## src/rtl/time_field_selector_if.sv

```systemverilog
// Display-selector bus: mode/cursor controls and field vectors in, registered display fields out.
// Inputs are sampled on the consumer clock; nothing here is stateful.
interface time_field_selector_if #(
    parameter int FIELDS = 2,
    parameter int WIDTH  = 6
);
    localparam int CW = (FIELDS > 1) ? $clog2(FIELDS) : 1;

    logic                      setTime;
    logic                      nextField;
    logic [FIELDS*WIDTH-1:0]   live_in;
    logic [FIELDS*WIDTH-1:0]   edit_in;
    logic [FIELDS*WIDTH-1:0]   disp_out;
    logic [FIELDS-1:0]         blank_mask;
    logic [CW-1:0]             cursor;
    logic                      commit;

    modport master (
        output setTime, nextField, live_in, edit_in,
        input  disp_out, blank_mask, cursor, commit
    );

    modport slave (
        input  setTime, nextField, live_in, edit_in,
        output disp_out, blank_mask, cursor, commit
    );
endinterface

```

## src/rtl/time_field_selector.sv

```systemverilog
// Registers live or edit fields onto the display bus; in set mode tracks the edit cursor and blinks it.
// One-cycle latency on every output, no backpressure: a new selection is accepted every cycle.
module time_field_selector #(
    parameter int FIELDS    = 2,
    parameter int WIDTH     = 6,
    parameter int BLINK_DIV = 25_000_000
) (
    input  logic                  clk,
    input  logic                  rst,
    time_field_selector_if.slave  bus
);
    localparam int CW = (FIELDS > 1) ? $clog2(FIELDS) : 1;
    localparam int NW = $clog2(BLINK_DIV);
    localparam logic [CW-1:0] CUR_LAST = CW'(FIELDS - 1);
    localparam logic [NW-1:0] CNT_LAST = NW'(BLINK_DIV - 1);

    typedef enum logic {
        RUN = 1'b0,
        SET = 1'b1
    } mode_t;

    mode_t                    r_mode;
    mode_t                    w_mode_nxt;
    logic [CW-1:0]            r_cursor;
    logic [CW-1:0]            w_cursor_nxt;
    logic [NW-1:0]            r_cnt;
    logic [NW-1:0]            w_cnt_nxt;
    logic                     r_phase;
    logic                     w_phase_nxt;
    logic                     r_commit;
    logic                     w_commit_nxt;
    logic [FIELDS*WIDTH-1:0]  r_disp;
    logic [FIELDS-1:0]        w_blank;

    always_ff @(posedge clk) begin : state_reg
        if (rst) begin
            r_mode <= RUN;
        end else begin
            r_mode <= w_mode_nxt;
        end
    end

    always_comb begin : next_state
        w_mode_nxt = bus.setTime ? SET : RUN;
    end

    // Cursor/blink bookkeeping; every restart of the blink leaves the field visible.
    always_comb begin : ctrl_nxt
        w_cursor_nxt = r_cursor;
        w_cnt_nxt    = '0;
        w_phase_nxt  = 1'b1;
        w_commit_nxt = 1'b0;
        if (r_mode == RUN) begin
            if (bus.setTime) begin
                w_cursor_nxt = '0;
            end
        end else if (!bus.setTime) begin
            w_commit_nxt = 1'b1;
        end else if (bus.nextField) begin
            w_cursor_nxt = (r_cursor == CUR_LAST) ? '0 : r_cursor + 1'b1;
        end else if (r_cnt == CNT_LAST) begin
            w_phase_nxt = ~r_phase;
        end else begin
            w_cnt_nxt   = r_cnt + 1'b1;
            w_phase_nxt = r_phase;
        end
    end

    always_ff @(posedge clk) begin : ctrl_reg
        if (rst) begin
            r_cursor <= '0;
            r_cnt    <= '0;
            r_phase  <= 1'b1;
            r_commit <= 1'b0;
            r_disp   <= '0;
        end else begin
            r_cursor <= w_cursor_nxt;
            r_cnt    <= w_cnt_nxt;
            r_phase  <= w_phase_nxt;
            r_commit <= w_commit_nxt;
            r_disp   <= bus.setTime ? bus.edit_in : bus.live_in;
        end
    end

    // Decoded from registers only so the mask is glitch-free toward the display driver.
    always_comb begin : output_dec
        w_blank = '0;
        if (r_mode == SET && !r_phase) begin
            w_blank = FIELDS'(1) << r_cursor;
        end
    end

    assign bus.disp_out   = r_disp;
    assign bus.blank_mask = w_blank;
    assign bus.cursor     = r_cursor;
    assign bus.commit     = r_commit;
endmodule

```

## src/flat_wrapper.sv

```systemverilog
// flat-port wrapper written by rule: the top's interface ports become plain ports
module time_field_selector_flat 
#(
    parameter int FIELDS    = 2,
    parameter int WIDTH     = 6,
    parameter int BLINK_DIV = 25_000_000
)
  (clk, rst, bus_setTime, bus_nextField, bus_live_in, bus_edit_in, bus_disp_out, bus_blank_mask, bus_cursor, bus_commit);
  time_field_selector_if #(.FIELDS(FIELDS), .WIDTH(WIDTH)) bus_i ();
  input  logic clk;
  input  logic rst;
  input wire logic [$bits(bus_i.setTime)-1:0] bus_setTime;
  input wire logic [$bits(bus_i.nextField)-1:0] bus_nextField;
  input wire logic [$bits(bus_i.live_in)-1:0] bus_live_in;
  input wire logic [$bits(bus_i.edit_in)-1:0] bus_edit_in;
  output wire logic [$bits(bus_i.disp_out)-1:0] bus_disp_out;
  output wire logic [$bits(bus_i.blank_mask)-1:0] bus_blank_mask;
  output wire logic [$bits(bus_i.cursor)-1:0] bus_cursor;
  output wire logic [$bits(bus_i.commit)-1:0] bus_commit;
  assign bus_i.setTime = bus_setTime;
  assign bus_i.nextField = bus_nextField;
  assign bus_i.live_in = bus_live_in;
  assign bus_i.edit_in = bus_edit_in;
  assign bus_disp_out = bus_i.disp_out;
  assign bus_blank_mask = bus_i.blank_mask;
  assign bus_cursor = bus_i.cursor;
  assign bus_commit = bus_i.commit;
  time_field_selector #(.FIELDS(FIELDS), .WIDTH(WIDTH), .BLINK_DIV(BLINK_DIV)) u_core (.clk(clk), .rst(rst), .bus(bus_i));
endmodule
```

## config.mk

```make
export PLATFORM = sky130hd
export DESIGN_NAME = time_field_selector_flat
export DESIGN_NICKNAME = d
export VERILOG_FILES = /design/src/rtl/time_field_selector_if.sv /design/src/rtl/time_field_selector.sv /design/src/flat_wrapper.sv
export SDC_FILE = /design/constraint.sdc
export NUM_CORES = 1
export LEC_CHECK = 0
export CORE_MARGIN = 2
export CORE_UTILIZATION = 50
export CTS_BUF_LIST = sky130_fd_sc_hd__clkbuf_16
export DETAILED_ROUTE_END_ITERATION = 8
export GPL_TIMING_DRIVEN = 0
export PLACE_DENSITY = 0.81
export SYNTH_ARGS = -nofsm -noshare
export SYNTH_HDL_FRONTEND = slang
export SYNTH_SLANG_ARGS = --single-unit
```

## constraint.sdc

```tcl
create_clock -name clk -period 4.5 [get_ports clk]
set_input_delay 0.9 -clock clk [delete_from_list [all_inputs] [get_ports clk]]
set_output_delay 0.9 -clock clk [all_outputs]
set_load 0.03 [all_outputs]
```

==> flow_metrics.env <==
export IMPL_antenna_found_initial=0
export IMPL_clk_latency_ns=0.28
export IMPL_num_vias=1488
export IMPL_multi_input_area_um2=857.1
export IMPL_drive_above_1_share=0.05858
export IMPL_cts_sinks=41
export IMPL_stdcell_area_mm2=0.002350
export IMPL_insertedDiodeCount=0
export IMPL_power_density_mw_per_mm2=329.1
export IMPL_wl_per_cell_um=12.73
export IMPL_use_met1=0.2463
export IMPL_synth_edf_count=0
export IMPL_slew_violations=0
export IMPL_hold_viol=0
export IMPL_postPlaceCellArea_mm2=0.002217
export IMPL_ys_types=31
export IMPL_clock_power_share=0.422
export IMPL_seq_power_share=0.484
export IMPL_combPwrFrac=0.094
export IMPL_clock_skew_ns=0.004671
export IMPL_core_area_mm2=0.003337
export IMPL_endpoint_kind="output port"
export IMPL_final_antenna_net_count=0
export IMPL_maxSlewHeadroom=0.5676
export IMPL_h_tree_depth=2
export IMPL_syn_nets=219
export IMPL_endpoint="bus_blank_mask[1]"
export IMPL_overflow=0
export IMPL_regArea_um2=820.8
export IMPL_area_delta_synth_final_pct=35.11
export IMPL_final_setup_tns_ns=0
export IMPL_drcViolationCount=0
export IMPL_hold_ws_ns=0.4833
export IMPL_switchingPower_mw=0.1639
export IMPL_power_leakage_nw=0.7915
export IMPL_synth_seq_area_share=0.4719
export IMPL_yosysWarningCount=0
export IMPL_timing_rr_start="u_core.r_cnt[0]"
export IMPL_hold_buffers=0
export IMPL_drtIter0Drc=96
export IMPL_ys_ff_latch=41
export IMPL_met3_usage=0.06667
export IMPL_syn_inst=190
export IMPL_hold_depth=2
export IMPL_grt_pass1_vias=1425
export IMPL_reg2reg_depth=6
export IMPL_dp_hpwl_um=2580
export IMPL_vias_per_cell=5.221
export IMPL_wl_um=3627
export IMPL_top_usage_layer="met2"
export IMPL_initial_core_util=0.5212
export IMPL_cts_resized=0
export IMPL_die_area_mm2=0.003966
export IMPL_p_int_mw=0.6093
export IMPL_setup_violations=0
export IMPL_period_needed_ns=2.480
export IMPL_status="finished, final reports clean"
export IMPL_synth_area_mm2=0.001739
export IMPL_fin_cells=285
export IMPL_routabilityCongestion=0.7576
export IMPL_required_ns=3.60
export IMPL_fp_dieW_um=62.98
export IMPL_grt_max_degree=12
export IMPL_postSynthAreaPerCell_um2=9.154
export IMPL_hp_class="flop to flop"
export IMPL_rsz0062_at_grt="false"
export IMPL_fillCellCount=260
export IMPL_drv_cap=0
export IMPL_cts_tree="yes"
export IMPL_grt_pass1_wl_um=6444
export IMPL_first_pass_iters=5
export IMPL_fin_nets=268
export IMPL_critPathKind="flop to output port"
export IMPL_fin_total_pwr_mw=0.7732
export IMPL_cts_made_buffers=5
export IMPL_fmax_mhz=403.2
export IMPL_io_buffers=42
export IMPL_startpoint_type="flop"
export IMPL_cts_root_buf="clkbuf_16"
export IMPL_worst_r2r_setup_slack_ns=2.30
export IMPL_std_cell_rows=21
export IMPL_async_flop_share=0
export IMPL_startpoint="u_core.bus.cursor"
export IMPL_clkTransAtPathRegs_ns=0.06
export IMPL_reg2reg_to="u_core.r_cnt[8]"
export IMPL_fin_ws_ns=2.020
export IMPL_boundaryPins=44
export IMPL_met2_usage=0.3391
export IMPL_timing_final_crit_share=0.5512
export IMPL_global_route_usage_total=0.2062
export IMPL_pre_cts_slack_ns=2.016
export IMPL_max_vdd_ir_drop_uv=272.7
export IMPL_tightest_slew_ns=0.6487
export IMPL_placed_cells=278
export IMPL_cts_setup_buffers=0
export IMPL_switching_share=0.2119
export IMPL_clockBufferDepth=2
export IMPL_crit_path_max_fanout=5
export IMPL_ys_flop_type="dfxtp_1"
export IMPL_die_h_um=62.98
export IMPL_cp_data_arrival_time_ns=1.58
export IMPL_fin_util=0.7042
==> flip-flops by register name, indices dropped and copies added (netlist names) <==
register	count
u_core.r_cnt	25
u_core.bus.cursor	1
u_core.r_mode	1
u_core.bus.commit	1
u_core.r_phase	1
u_core.bus.disp_out	12
==> synth_stat cells, types with 2 or more instances <==
cell type	number	area share
a21oi_1	9	0.026
and4_1	2	0.010
buf_2	4	0.012
clkbuf_1	3	0.0065
dfxtp_1	41	0.47
inv_1	5	0.011
mux2i_1	12	0.069
nand2_1	8	0.017
nand3_1	7	0.020
nand4_1	6	0.022
nor2_1	31	0.067
nor3_1	6	0.017
nor3b_1	2	0.0086
nor4_1	5	0.018
nor4bb_1	2	0.012
o21ai_0	9	0.026
or3_1	8	0.029
or4_1	4	0.017
xnor2_1	12	0.060
xor2_1	3	0.015
==> cell usage in the layout (no fill, tap or decap), drive strengths merged <==
master / count
clkdlybuf4s50: 42
dfxtp: 41
nor2: 31
mux2i: 12
xnor2: 12
o21ai: 10
a21oi: 9
or3: 9
nand2: 8
nand3: 8
nand4: 8
clkbuf: 8
inv: 6
nor3: 6
nor4: 5
buf: 5
or4: 4
xor2: 3
nor3b: 2
and4: 2
nor4bb: 2
and3: 1
o31ai: 1
and2: 1
nor2b: 1
ha: 1
clkinv: 1
==> final cells by class <==
class / count / area share
Buffer: 8 / 0.01810
Timing Repair Buffer: 42 / 0.1789
Sequential cell: 41 / 0.3493
Multi-Input combinational cell: 136 / 0.3648
Clock inverter: 2 / 0.003195
Inverter: 5 / 0.007987
Tap cell: 46 / 0.02449
Clock buffer: 5 / 0.05325
==> cell families after synthesis <==
kind of cell    Yosys count  synth area share
simple gates             88            0.2820
mux                      12           0.06907
xor+xnor                 15           0.07554
compound gates           20           0.05899
buf+inv                  13           0.03525
flops                    41            0.4719
fa+ha+maj                 1          0.007193
==> worst max-delay path, cell delays in order, from the launching register on <==
cell and delay (ns):
dfxtp_1 0.39, nor3b_1 0.20, clkdlybuf4s50_1 0.71
==> worst min path at each step <==
stage                      from          endpoint  slack [ns]
2_1_floorplan  u_core.r_cnt[22]  u_core.r_cnt[22]        0.45
3_3_place_gp   u_core.r_cnt[22]  u_core.r_cnt[22]        0.46
3_5_place_dp   u_core.r_cnt[22]  u_core.r_cnt[22]        0.47
4_1_cts        u_core.r_cnt[22]  u_core.r_cnt[22]        0.48
5_1_grt        u_core.r_cnt[22]  u_core.r_cnt[22]        0.52
6_report       u_core.r_cnt[22]  u_core.r_cnt[22]        0.48
==> power by group through the flow <==
| stage | logic, mW | registers (mW) | clock network [mW] |
|---|---|---|---|
| finish | 0.0729 | 0.374 | 0.326 |
| floorplan | 0.0160 | 0.397 | 0 |
| global placement | 0.0725 | 0.381 | 0 |
| CTS | 0.0736 | 0.374 | 0.334 |
| detailed placement | 0.0733 | 0.382 | 0 |
| global route | 0.0779 | 0.375 | 0.348 |
==> layer usage <==
layer / wire length, µm / vias up
li1: - / 767
met1: 1608 / 687
met2: 1827 / 28
met3: 127 / 6
met4: 63 / 0
met5: 0 / -
(Power assumes the default switching activity.)
